<file path="src/rtl/bcd_xs3_pkg.sv">
// Shared types and constants for the sequential BCD to excess-3 converter.
// Optional digit range checking is enabled with BCD_XS3_ERRCHK_EN.
package bcd_xs3_pkg;

    localparam int DIGIT_W = 4;
    localparam logic [DIGIT_W-1:0] XS3_OFFSET = 4'd3;
    localparam logic [DIGIT_W-1:0] BCD_MAX    = 4'd9;
    localparam logic [DIGIT_W-1:0] XS3_BAD    = 4'hF;

    typedef enum logic [1:0] {
        ST_IDLE = 2'd0,
        ST_CONV = 2'd1,
        ST_DONE = 2'd2
    } state_e;

endpackage

</file>
<file path="src/rtl/bcd_xs3_digit.sv">
// Single combinational BCD digit to excess-3 converter, shared by the controller.
// With BCD_XS3_ERRCHK_EN defined, digits above 9 map to 4'hF and raise invalid_o.
module bcd_xs3_digit
    import bcd_xs3_pkg::*;
(
    input  logic [DIGIT_W-1:0] bcd_i,
    output logic [DIGIT_W-1:0] xs3_o,
    output logic               invalid_o
);

    // Digit conversion and range flag
    always_comb begin
        xs3_o     = bcd_i + XS3_OFFSET;
        invalid_o = 1'b0;
`ifdef BCD_XS3_ERRCHK_EN
        if (bcd_i > BCD_MAX) begin
            xs3_o     = XS3_BAD;
            invalid_o = 1'b1;
        end else begin
            xs3_o     = bcd_i + XS3_OFFSET;
            invalid_o = 1'b0;
        end
`endif
    end

endmodule

</file>
<file path="src/rtl/bcd_xs3_seq_ctrl.sv">
// Converts a packed NDIG-digit BCD word to excess-3, one digit per clock, LSD first.
// Digit range checking (err output) is enabled with BCD_XS3_ERRCHK_EN.
module bcd_xs3_seq_ctrl
    import bcd_xs3_pkg::*;
#(
    parameter int NDIG = 4
) (
    input  logic                    clk,
    input  logic                    rst,
    input  logic                    in_valid,
    output logic                    in_ready,
    input  logic [DIGIT_W*NDIG-1:0] bcd_in,
    output logic                    out_valid,
    input  logic                    out_ready,
    output logic [DIGIT_W*NDIG-1:0] xs3_out,
    output logic                    err,
    output logic                    busy
);

    localparam int WORD_W = DIGIT_W * NDIG;
    localparam int IDX_W  = (NDIG > 1) ? $clog2(NDIG) : 1;
    localparam logic [IDX_W-1:0] IDX_LAST = IDX_W'(NDIG - 1);
    localparam logic [IDX_W-1:0] IDX_ZERO = '0;

    localparam logic [1:0] IDLE = ST_IDLE;
    localparam logic [1:0] CONV = ST_CONV;
    localparam logic [1:0] DONE = ST_DONE;

    logic [1:0]         state_q, state_d;
    logic [IDX_W-1:0]   idx_q,   idx_d;
    logic [WORD_W-1:0]  src_q,   src_d;
    logic [WORD_W-1:0]  res_q,   res_d;
    logic               err_q,   err_d;

    logic [DIGIT_W-1:0] digit_bcd_s;
    logic [DIGIT_W-1:0] digit_xs3_s;
    logic               digit_bad_s;

    assign digit_bcd_s = src_q[idx_q*DIGIT_W +: DIGIT_W];

    bcd_xs3_digit u_digit (
        .bcd_i     (digit_bcd_s),
        .xs3_o     (digit_xs3_s),
        .invalid_o (digit_bad_s)
    );

    // Next-state, index and datapath register updates
    always_comb begin
        state_d = state_q;
        idx_d   = idx_q;
        src_d   = src_q;
        res_d   = res_q;
        err_d   = err_q;
        case (state_q)
            IDLE: begin
                if (in_valid) begin
                    src_d   = bcd_in;
                    res_d   = '0;
                    err_d   = 1'b0;
                    idx_d   = IDX_ZERO;
                    state_d = CONV;
                end else begin
                    state_d = IDLE;
                end
            end
            CONV: begin
                res_d[idx_q*DIGIT_W +: DIGIT_W] = digit_xs3_s;
                err_d = err_q | digit_bad_s;
                // idx parks on the last digit; it is re-zeroed on the next accept
                if (idx_q == IDX_LAST) begin
                    state_d = DONE;
                end else begin
                    idx_d   = idx_q + 1'b1;
                    state_d = CONV;
                end
            end
            DONE: begin
                if (out_ready) begin
                    state_d = IDLE;
                end else begin
                    state_d = DONE;
                end
            end
            default: begin
                state_d = IDLE;
                idx_d   = IDX_ZERO;
            end
        endcase
    end

    // State and datapath registers
    always_ff @(posedge clk or posedge rst) begin
        if (rst) begin
            state_q <= IDLE;
            idx_q   <= IDX_ZERO;
            src_q   <= '0;
            res_q   <= '0;
            err_q   <= 1'b0;
        end else begin
            state_q <= state_d;
            idx_q   <= idx_d;
            src_q   <= src_d;
            res_q   <= res_d;
            err_q   <= err_d;
        end
    end

    assign in_ready  = (state_q == IDLE);
    assign out_valid = (state_q == DONE);
    assign busy      = (state_q == CONV) || (state_q == DONE);
    assign xs3_out   = res_q;
    assign err       = err_q;

endmodule

</file>
<file path="config.mk">
export PLATFORM = sky130hd
export DESIGN_NAME = bcd_xs3_seq_ctrl
export DESIGN_NICKNAME = d
export VERILOG_FILES = /design/src/rtl/bcd_xs3_pkg.sv /design/src/rtl/bcd_xs3_digit.sv /design/src/rtl/bcd_xs3_seq_ctrl.sv
export SDC_FILE = /design/constraint.sdc
export NUM_CORES = 1
export LEC_CHECK = 0
export CAP_MARGIN = 10
export CORE_ASPECT_RATIO = 1.5
export CORE_MARGIN = 4
export CORE_UTILIZATION = 30
export CTS_CLUSTER_DIAMETER = 50
export DETAILED_ROUTE_END_ITERATION = 8
export GPL_TIMING_DRIVEN = 0
export SLEW_MARGIN = 30
export SYNTH_ARGS = -nofsm -noshare
export SYNTH_HDL_FRONTEND = slang
export SYNTH_SLANG_ARGS = --single-unit
</file>
<file path="constraint.sdc">
create_clock -name clk -period 4.3 [get_ports clk]
set_input_delay 0.645 -clock clk [delete_from_list [all_inputs] [get_ports clk]]
set_output_delay 0.645 -clock clk [all_outputs]
set_load 0.005 [all_outputs]
</file>
======== Word level (Yosys, flattened, before mapping) ========
Index checks and enable logic that the tools add are counted.
operators by class
  add/subtract/negate cells ............... 3
  equal/unequal tests ..................... 5
  shifts and indexed selects .............. 3
  muxes and demuxes ....................... 10
  bitwise logic cells ..................... 1
  reduce and logical (&&, ||, !) cells .... 6
operators by type and width
  operator                                               number
  negator 4 -> 34 bit                                    1
  variable shift 4 x 34 -> 16 bit, first input constant  1
  variable part select 4 x 34 -> 16 bit                  1
  case mux 16 bit (2 select lines)                       1
  bitwise mux 16 bit                                     1
  two-way mux 16 bit                                     1
  variable part select 16 x 5 -> 4 bit                   1
  case mux 2 bit (3 select lines)                        2
  two-way mux 2 bit                                      4
  adder 4 x 2 -> 4 bit, second input constant            1
  == test 2 bit, second input constant                   2
  inequality test 2 bit, second input constant           2
  AND reduction 2 bit                                    2
  AND reduction 3 bit                                    1
  adder 2 x 1 -> 2 bit, second input constant            1
  == test 2 x 1 -> 1 bit, second input constant          1
  logical NOT 2 bit                                      1
  nonzero test 2 bit                                     1
  logical OR 1 bit                                       1
  two-way mux 1 bit                                      1
  NOT 1 bit                                              1
word-level totals
  bits in registers ....................... 36
  input port bits ......................... 20
  output and inout port bits .............. 20
  word-level logic and storage cells ...... 32

======== Longest topological paths before layout ========
Gate-level depths: netlist (run 1).
  depth after elaboration ................. 5
  depth in mapped cells ................... 7
  depth with buffers taken out ............ 6

======== Modules after synthesis ========
From an unflattened synthesis (run 1), not the netlist that was laid out.
unflattened totals
  cell total of the unflattened synthesis .. 163
  area total of the unflattened synthesis .. 2014.4 µm²
by module, submodules not included
  module            times used  cells each  area each (µm²)  seq. area each (µm²)
  bcd_xs3_seq_ctrl  1           154         1953.1           925.9
  bcd_xs3_digit     1           9           61.3             0.0

======== Least setup slack after synthesis (run 1) ========
No wires, ideal clock.
  kind .................................... reg-to-reg
  start point ............................. register idx_q[0]
  end point ............................... register res_q[10] (netlist: xs3_out[10])
  library setup time ...................... 122 ps
  arrival ................................. 1616 ps
  required time ........................... 4178 ps
  path slack .............................. 2563 ps
  cell stages (with the launch flop) ...... 7
  buffers on the path ..................... 1
  period minus slack after synthesis ...... 1737 ps
  path through ............................ dfrtp_1 -> buf_6 -> mux4_2 -> inv_1 -> ha_1 -> xnor2_1 -> a32o_1
between the ends
  word-level cells in the longest chain between the ends .. 5
  elaborated cells between the ends (all ways) .. 7
  those cells by class .................... add/sub (2); shift (3); mux (2)
RTL lines
  item                                   RTL line                 source
  start: declaration                     bcd_xs3_seq_ctrl.sv:30   logic [IDX_W-1:0] idx_q, idx_d;
  start signal: assignment               bcd_xs3_seq_ctrl.sv:101  idx_q <= idx_d;
  variable part select 16 x 5 -> 4 bit   bcd_xs3_seq_ctrl.sv:39   assign digit_bcd_s = src_q[idx_q*DIGIT_W +: DIGIT_W];
  adder 4 x 2 -> 4 bit                   bcd_xs3_digit.sv:13      xs3_o = bcd_i + XS3_OFFSET;
  variable part select 4 x 34 -> 16 bit  bcd_xs3_seq_ctrl.sv:67   res_d[idx_q*DIGIT_W +: DIGIT_W] = digit_xs3_s;
  bitwise mux 16 bit *                   bcd_xs3_seq_ctrl.sv:67
  case mux 16 bit (2 select lines) *     bcd_xs3_seq_ctrl.sv:54   case (state_q)
  end signal: assignment                 bcd_xs3_seq_ctrl.sv:103  res_q <= res_d;
  end: declaration                       bcd_xs3_seq_ctrl.sv:32   logic [WORD_W-1:0] res_q, res_d;
Every way passes the cells marked *; elsewhere a longest branch is shown, timed or not.
A chain may end at the register's enable or synchronous reset.

======== Worst setup path after layout (run 1) ========
  start point ............................. register state_q[0]
  end point ............................... output port in_ready
between the ends
  word-level cells in the longest chain between the ends .. 1
RTL lines
  item                      RTL line                 source
  start: declaration        bcd_xs3_seq_ctrl.sv:29   logic [1:0] state_q, state_d;
  start signal: assignment  bcd_xs3_seq_ctrl.sv:100  state_q <= state_d;
  logical NOT 2 bit         bcd_xs3_seq_ctrl.sv:108  assign in_ready = (state_q == IDLE);
  end: declaration          bcd_xs3_seq_ctrl.sv:11   output logic in_ready,
No other way between the ends.

==> impl_metrics.toml, run 1 <==
[run_status]
status = "finished clean"

[cells_and_area]
diodes = 0
final_cell_mix = "38 x clkdlybuf4s50_1, 36 x dfrtp_1, 19 x nand2_1"
final_common_cell = "clkdlybuf4s50_1"
area_growth_pct = 31.52
final_cells = 255
drive_gt1_share_pct = 16.76
ff_latch_area_um2 = 900.9
multi_input_area_um2 = 738.2
fin_nets = 217
fin_util_pct = 40.78
fillCellCount = 548

[floorplan]
die_area_um2 = 6971
core_um2 = 5492
ios = 40
rows = 33
start_util_pct = 31.01
die_x_um = 69.52
fp.dieH_um = 100.3

[route]
route.detailed.drc = 0
ant_nets = 0
firstDrtPassIters = 4
detailroute.via_count = 1147
detail_route.wl_per_cell_um = 12.98
vias_per_cell = 4.498
wl_um = 3309
drt_iter0_drc = 21

[sta]
period_share_pct = 50.07
setup_violations = 0
maxSlewHeadroom_pct = 50.98
worstMarginPinSlew_ns = 0.7343
hold_viol = 0
fmaxAchievable_mhz = 464.5
timing.setup.tns_ns = 0
slew_viol_final = 0
fin_worst_skew_ns = 0.003684
rsz0062_at_grt = "no"
fin_crit_ns = 2.153

[pwr]
p_leak_nw = 0.9897
peakVddDrop_uv = 243.2
p_per_area_nw_per_um2 = 634.6
finalPower_mw = 1.421

[synth]
synthDistinctLibCells = 26
postSynthAreaPerCell_um2 = 11.99
ys_seq_area_share_pct = 52.90
synth_largest_area_cell = "dfrtp_1"
synthTopCellsByArea = "dfrtp_1 53%, mux2_2 11%, ha_1 7.3%"
syn-num-nets = 172
synthesis.area_um2 = 1703
synth_top_area_share_pct = 52.90
ys_warn_count = 0
ys_ff_latch = 36
postSynthCellCount = 142

[critical_path]
crit_required_ns = 3.65
max_stage_delay_ns = 0.53
cp-startpoint = "state_q[0]$_DFF_PP0_"
cpMaxStageDelayCell = "clkdlybuf4s50_1"
path_class = "reg -> out"
cp-start-kind = "register"
crit_family = "buffers and inverters"
end_kind = "primary output"
crit_fanout = 4
path_buf_inv = 2
rr_startpoint = "state_q[0]$_DFF_PP0_"
critical_path.cell_chain = "inv_1 -> ha_1 -> clkdlybuf4s50_1"
critPathArrivalTime_ns = 1.51

[hold_path]
min_from = "xs3_out[2]$_DFFE_PP0P_"
min_path_type = "reg -> reg"

[global_route]
antenna_found_initial = 0
track_usage_pct = 10.28
grt_max_degree = 37
grt_pass1_wl_um = 5526
gr-total-overflow = 0
grt_pass1_vias = 1232

[clocking]
clock_sinks = 36
clock_path_buffers = 2
ctsHoldBuffers = 0
root_buffer = "clkbuf_8"
tritoncts = "yes"
htreeDepth = 2
clk_pin_slew_ns = 0.06
cts_setup_buffers = 0
numCtsBuffers = 5
cts_resized = 0
clk_latency_ns = 0.28

[place]
place_hpwl_um = 2618
place_congestion = 0.7684
placed_cells = 250
io_buffers = 38

[flow_run]
cap_violations = 0
worst register-to-register path: stages (launching register included):
cell and delay (ns):
dfrtp_1 0.37, inv_1 0.07, ha_1 0.24, nand2_1 0.31, clkbuf_1 0.48, mux2_2 0.40
flip-flops by register name, summed over array words and instances (netlist names):
signal / cells
state_q: 2
src_q: 16
xs3_out: 16
idx_q: 2
power breakdown:
part | total, mW | internal (mW) | switching, mW | leakage [nW]
clock network | 0.207 | 0.104 | 0.103 | 0.0359
logic | 0.694 | 0.339 | 0.354 | 0.493
registers | 0.520 | 0.453 | 0.0671 | 0.460
total | 1.42 | 0.897 | 0.525 | 0.990
path summary, 6_finish.rpt:
path                                          end  slack [ns]  cells after the start
setup / recovery                         in_ready        2.15                      3
hold reg to reg            xs3_out[2]$_DFFE_PP0P_        0.47                      2
max in group asynchronous  xs3_out[7]$_DFFE_PP0P_        3.02                      2
min in group asynchronous    src_q[3]$_DFFE_PP0P_        0.81                      2
setup reg to reg             src_q[5]$_DFFE_PP0P_        2.32                      5
hold / removal             xs3_out[2]$_DFFE_PP0P_        0.47                      2
cell usage after synthesis, drive strengths merged:
library cell / instances
a21oi: 3
a22o: 4
a32o: 1
and2: 2
buf: 2
clkbuf: 1
conb: 1
dfrtp: 36
ha: 10
inv: 11
mux2: 17
mux4: 4
nand2: 19
nand2b: 2
nand3: 1
nand4: 3
nor2: 3
nor2b: 2
nor3b: 1
o21ai: 16
o31ai: 1
xnor2: 1
xor2: 1
kinds of logic (layout without fill, tap and decap cells):
group	Yosys count	count (layout)	synth area share, %
AO/OA/AOI/OAI	25	25	8.890
XOR/XNOR	2	2	1.470
adder cells (fa/ha/maj)	10	10	7.348
buffers and inverters	14	57	3.747
flip-flops	36	36	52.90
multiplexers	21	21	16.53
other	1	1	0.2202
AND/OR/NAND/NOR	33	33	8.890
area by class of cell:
class	instances	area share (%)
Tap cell	70	3.911
Sequential cell	36	40.22
Inverter	11	1.844
Timing Repair Buffer	38	16.98
Clock buffer	5	3.073
Buffer	3	1.006
Multi-Input combinational cell	92	32.96
layer usage:
layer  global-route usage [%]  part of all wire [%]  vias up  wire, um
met2                    18.90                    55       25      1807
met3                    2.405                   4.4        8       145
met4                    6.466                   3.6        0       119
met5                        0                     0        -         0
li1                         -                     -      572         -
met1                    10.33                    37      542      1236
stage by stage:
| step | worst slack [ns] | hold slack [ns] | cell area, um^2 |
|---|---|---|---|
| 2_1_floorplan | 2.563 | 0.4628 | 1703 |
| 3_3_place_gp | 1.869 | 0.4585 | 2171 |
| 3_5_place_dp | 1.850 | 0.4586 | 2171 |
| 4_1_cts | 2.128 | 0.4726 | 2240 |
| 5_1_grt | 2.070 | 0.5098 | 2240 |
| 6_report | 2.147 | 0.4675 | 2240 |
Note: power is estimated with default switching activity, not from simulation.
==> run 2, diff against run 1 <==
- clock period: 4.3 -> 1.7 ns (I/O delays scaled with it)
==> run 2 against run 1 <==
Against the previous run: the run now ends with setup timing left; wire length up 5.8%; via count up 8.8%; global-route usage up 0.099 points; critical path type is now reg -> reg.
==> impl_metrics.toml, run 2 (synthesized netlist as in run 1, its figures left out) <==
[floorplan]
rows = 33
core_um2 = 5492
die_x_um = 69.52
start_util_pct = 31.01
fp.dieH_um = 100.3
ios = 40
die_area_um2 = 6971

[place]
place_hpwl_um = 2632
io_buffers = 38
place_congestion = 0.7769
placed_cells = 250
place_area_um2 = 2192

[route]
detailroute.via_count = 1248
ant_nets = 0
route.detailed.drc = 0
wl_um = 3501
vias_per_cell = 4.622
firstDrtPassIters = 4
detail_route.wl_per_cell_um = 12.97
drt_iter0_drc = 14

[hold_path]
min_path_type = "in -> async"

[sta]
hold_viol = 0
period_share_pct = 101.8
setup_violations = 6
fin_crit_ns = 1.731
fin_ws_ns = -0.03064
fmaxAchievable_mhz = 577.8
slew_viol_final = 0
hold-worst-slack_ns = 0.4204
maxSlewHeadroom_pct = 50.25
rsz0062_at_grt = "yes"
worstMarginPinSlew_ns = 0.7452
fin_worst_skew_ns = 0.004459

[critical_path]
r2r_slack_ns = -0.03
crit_required_ns = 1.87
cp-start-kind = "register"
path_class = "reg -> reg"
critPathArrivalTime_ns = 1.91
end_kind = "register"
crit_fanout = 7

[cells_and_area]
diodes = 0
final_cell_mix = "35 x dfrtp_1, 35 x clkdlybuf4s50_1, 18 x nand2_1"
fin_area_um2 = 2494
fillCellCount = 526
fin_util_pct = 45.41
area_growth_pct = 46.44
drive_gt1_share_pct = 31.50
final_cells = 270
fin_nets = 229

[clocking]
clk_pin_slew_ns = 0.07
tritoncts = "yes"
clock_path_buffers = 2
clock_sinks = 36
root_buffer = "clkbuf_8"
htreeDepth = 2
clk_latency_ns = 0.28
numCtsBuffers = 5

[run_status]
violations = "setup timing"
status = "finished with violations"

[flow_run]
cap_violations = 0

[global_route]
gr-total-overflow = 0
antenna_found_initial = 0
grt_pass1_wl_um = 5747
grt_max_degree = 37
grt_pass1_vias = 1244
track_usage_pct = 10.38

[pwr]
finalPower_mw = 4.503
peakVddDrop_uv = 728.1
p_per_area_nw_per_um2 = 1806
p_leak_nw = 1.113
-- run 2: changes by cell type in the layout (fill, tap and decap cells not counted), moves of 2 or more --
| cell | delta |
|---|---|
| clkbuf_8 | +2 |
| ha_1 | -5 |
| o21ai_0 | -3 |
| dlygate4sd2_1 | +2 |
| buf_4 | +12 |
| inv_1 | -4 |
| o21ai_1 | +3 |
| inv_2 | +4 |
| ha_4 | +4 |
| clkdlybuf4s50_1 | -3 |
-- run 2: power breakdown --
part           internal (mW)  total (mW)  leakage [nW]  switching, mW
clock network          0.517       0.815        0.0645          0.298
logic                   1.25        2.38         0.590           1.14
registers               1.15        1.30         0.459          0.156
-- run 2: per-stage QoR --
step            TNS [ns]  setup WS (ns)
4_1_cts          -0.3077       -0.05712
3_3_place_gp      -9.526        -0.2149
6_report         -0.1023       -0.03064
2_1_floorplan  -0.006222      -0.006222
3_5_place_dp      -3.466        -0.2104
5_1_grt          -0.8897        -0.1371
-- run 2: final timing paths --
kind,from,endpoint,cells past startpoint
min reg2reg,xs3_out[2]$_DFFE_PP0P_,xs3_out[2]$_DFFE_PP0P_,2
max reg2reg,idx_q[0]$_DFFE_PP0P_,xs3_out[10]$_DFFE_PP0P_,6
min in group clk,xs3_out[2]$_DFFE_PP0P_,xs3_out[2]$_DFFE_PP0P_,2
max,idx_q[0]$_DFFE_PP0P_,xs3_out[10]$_DFFE_PP0P_,6
min,rst,src_q[11]$_DFFE_PP0P_,2
max in group asynchronous,rst,idx_q[1]$_DFFE_PP0P_,2
-- run 2: area by class of cell --
type | count | area (um^2) | area share [%]
buffer | 3 | 23.77 | 0.9533
clock buffer | 7 | 96.34 | 3.864
clock inverter | 1 | 30.03 | 1.204
inverter | 11 | 41.29 | 1.656
multi-input combinational | 92 | 842.1 | 33.77
sequential | 36 | 902.1 | 36.18
tap | 70 | 87.58 | 3.512
timing repair buffer | 50 | 470.5 | 18.87
-- run 2: critical path, stage by stage (launching register included) --
cell	delay, ns
dfrtp_1	0.36
buf_6	0.14
mux4_2	0.56
inv_2	0.09
ha_4	0.15
xnor2_4	0.10
a32o_1	0.23
-- run 2: repair_timing --
item | CTS | global route
setup endpoints to repair | 26 | 17
hold buffers | 0 | 0
setup buffers | 7 | 5
hold endpoints to repair | 0 | 0
pin swaps | 7 | 4
cloned | 0 | 0
resized for setup | 12 | 12
-- run 2: routing by layer --
| layer | up-vias | global-route usage, % | wire (um) |
|---|---|---|---|
| met3 | 6 | 2.104 | 138 |
| met2 | 27 | 19.78 | 1981 |
| li1 | 600 | - | - |
| met4 | 0 | 4.962 | 58 |
| met1 | 615 | 10.69 | 1323 |
| met5 | - | 0 | 0 |
==> run 3, diff against run 2 <==
- CORE_MARGIN: 4 -> default
==> run 3 against run 2 <==
Against the previous run: worst setup slack worse by 0.023 ns; non-clock buffer count down 3; sequential share of layout area up 1.0 points; the flow still finishes with violations (setup timing); wire length down 3.9%; design area down 2.7%; clock power down 7.6%; sequential power about the same; count of clock-buffer cells in the layout down 2; critical endpoint is now xs3_out[7]$_DFFE_PP0P_.
==> impl_metrics.toml, run 3 (synthesized netlist as in run 1, its figures left out) <==
[clocking]
clk_pin_slew_ns = 0.08
clk_latency_ns = 0.29
clock_sinks = 36
root_buffer = "clkbuf_8"
htreeDepth = 2
ctsHoldBuffers = 0
clock_path_buffers = 2
tritoncts = "yes"
numCtsBuffers = 5

[critical_path]
critPathArrivalTime_ns = 1.93
cp-start-kind = "register"
path_class = "reg -> reg"
crit_fanout = 6
end_kind = "register"
crit_required_ns = 1.87

[place]
place_congestion = 0.7325
pre_cts_slack_ns = -0.2053
io_buffers = 38
place_hpwl_um = 2475
place_area_um2 = 2192

[route]
detailroute.via_count = 1206
ant_nets = 0
firstDrtPassIters = 5
wl_um = 3365
route.detailed.drc = 0
vias_per_cell = 4.517
detail_route.wl_per_cell_um = 12.60
drt_iter0_drc = 39

[sta]
hold_viol = 0
fin_ws_ns = -0.05406
worstMarginPinSlew_ns = 0.7541
rsz0062_at_grt = "yes"
fin_worst_skew_ns = 0.006465
slew_viol_final = 0
period_share_pct = 103.2
fin_crit_ns = 1.754
setup_violations = 6
maxSlewHeadroom_pct = 49.66
fmaxAchievable_mhz = 570.1

[floorplan]
ios = 40
die_area_um2 = 5988
fp.dieH_um = 94.28
core_um2 = 5450
rows = 33
die_x_um = 63.52
start_util_pct = 31.24

[run_status]
violations = "setup timing"
status = "finished with violations"

[global_route]
grt_pass1_wl_um = 5844
track_usage_pct = 12.90
grt_pass1_vias = 1272
antenna_found_initial = 0
gr-total-overflow = 0
grt_max_degree = 37

[pwr]
p_leak_nw = 1.072
p_per_area_nw_per_um2 = 1781
finalPower_mw = 4.321
peakVddDrop_uv = 661.9

[cells_and_area]
fin_nets = 226
area_growth_pct = 42.47
drive_gt1_share_pct = 29.44
fin_area_um2 = 2426
diodes = 0
final_cell_mix = "35 x dfrtp_1, 35 x clkdlybuf4s50_1, 18 x nand2_1"

[flow_run]
cap_violations = 0

[hold_path]
min_path_type = "in -> async"
==> run 3: report_power, final <==
group	internal [mW]	leakage [nW]	switching, mW
combinational	1.18	0.559	1.09
sequential	1.15	0.459	0.156
clock	0.434	0.0541	0.319
==> run 3: final cells by class <==
cell class,instances,area [um^2]
Inverter,11,41.29
Clock inverter,3,42.54
Fill cell,557,3024
Clock buffer,5,68.82
Multi-Input combinational cell,92,815.8
Buffer,3,23.77
Timing Repair Buffer,47,444.2
Sequential cell,36,902.1
Tap cell,70,87.58
==> run 3: path summary, 6_finish.rpt <==
path                                         from                      to  slack [ns]  cells past startpoint
setup / recovery             idx_q[0]$_DFFE_PP0P_  xs3_out[7]$_DFFE_PP0P_       -0.05                      5
hold / removal                                rst   src_q[15]$_DFFE_PP0P_        0.41                      2
setup reg to reg             idx_q[0]$_DFFE_PP0P_  xs3_out[7]$_DFFE_PP0P_       -0.05                      5
hold reg to reg            xs3_out[2]$_DFFE_PP0P_  xs3_out[2]$_DFFE_PP0P_        0.47                      2
max in group asynchronous                     rst    idx_q[1]$_DFFE_PP0P_        0.75                      2
min in group clk           xs3_out[2]$_DFFE_PP0P_  xs3_out[2]$_DFFE_PP0P_        0.47                      2
==> run 3: worst max-delay path: stages (launching register included) <==
cell     delay [ns]
dfrtp_1        0.37
buf_6          0.13
mux4_2         0.56
o21ai_2        0.20
xor2_2         0.26
o21ai_1        0.11
==> run 3: what timing repair did <==
action / in CTS / in global routing
endpoints found under the setup margin: 26 / 16
buffers inserted: 6 / 3
gates resized for setup: 14 / 7
pin swaps: 7 / 8
==> run 3: metal layers <==
| layer | track usage [%] | share of wire, % |
|---|---|---|
| met4 | 4.545 | 0.59 |
| met3 | 2.913 | 3.1 |
| met1 | 14.45 | 40 |
| met2 | 23.49 | 56 |
| met5 | 0 | 0 |
==> run 3: per-stage QoR <==
stage / hold slack (ns) / setup TNS, ns / instances / utilization (%)
2_1_floorplan: 0.4056 / -0.006222 / 142 / -
4_1_cts: 0.4435 / -0.2532 / 264 / 43.82
5_1_grt: 0.4826 / -1.140 / 267 / 44.51
3_5_place_dp: 0.4590 / -3.134 / 250 / 40.22
3_3_place_gp: 0.4574 / -9.522 / 250 / 40.22
6_report: 0.4112 / -0.1964 / 267 / 44.51
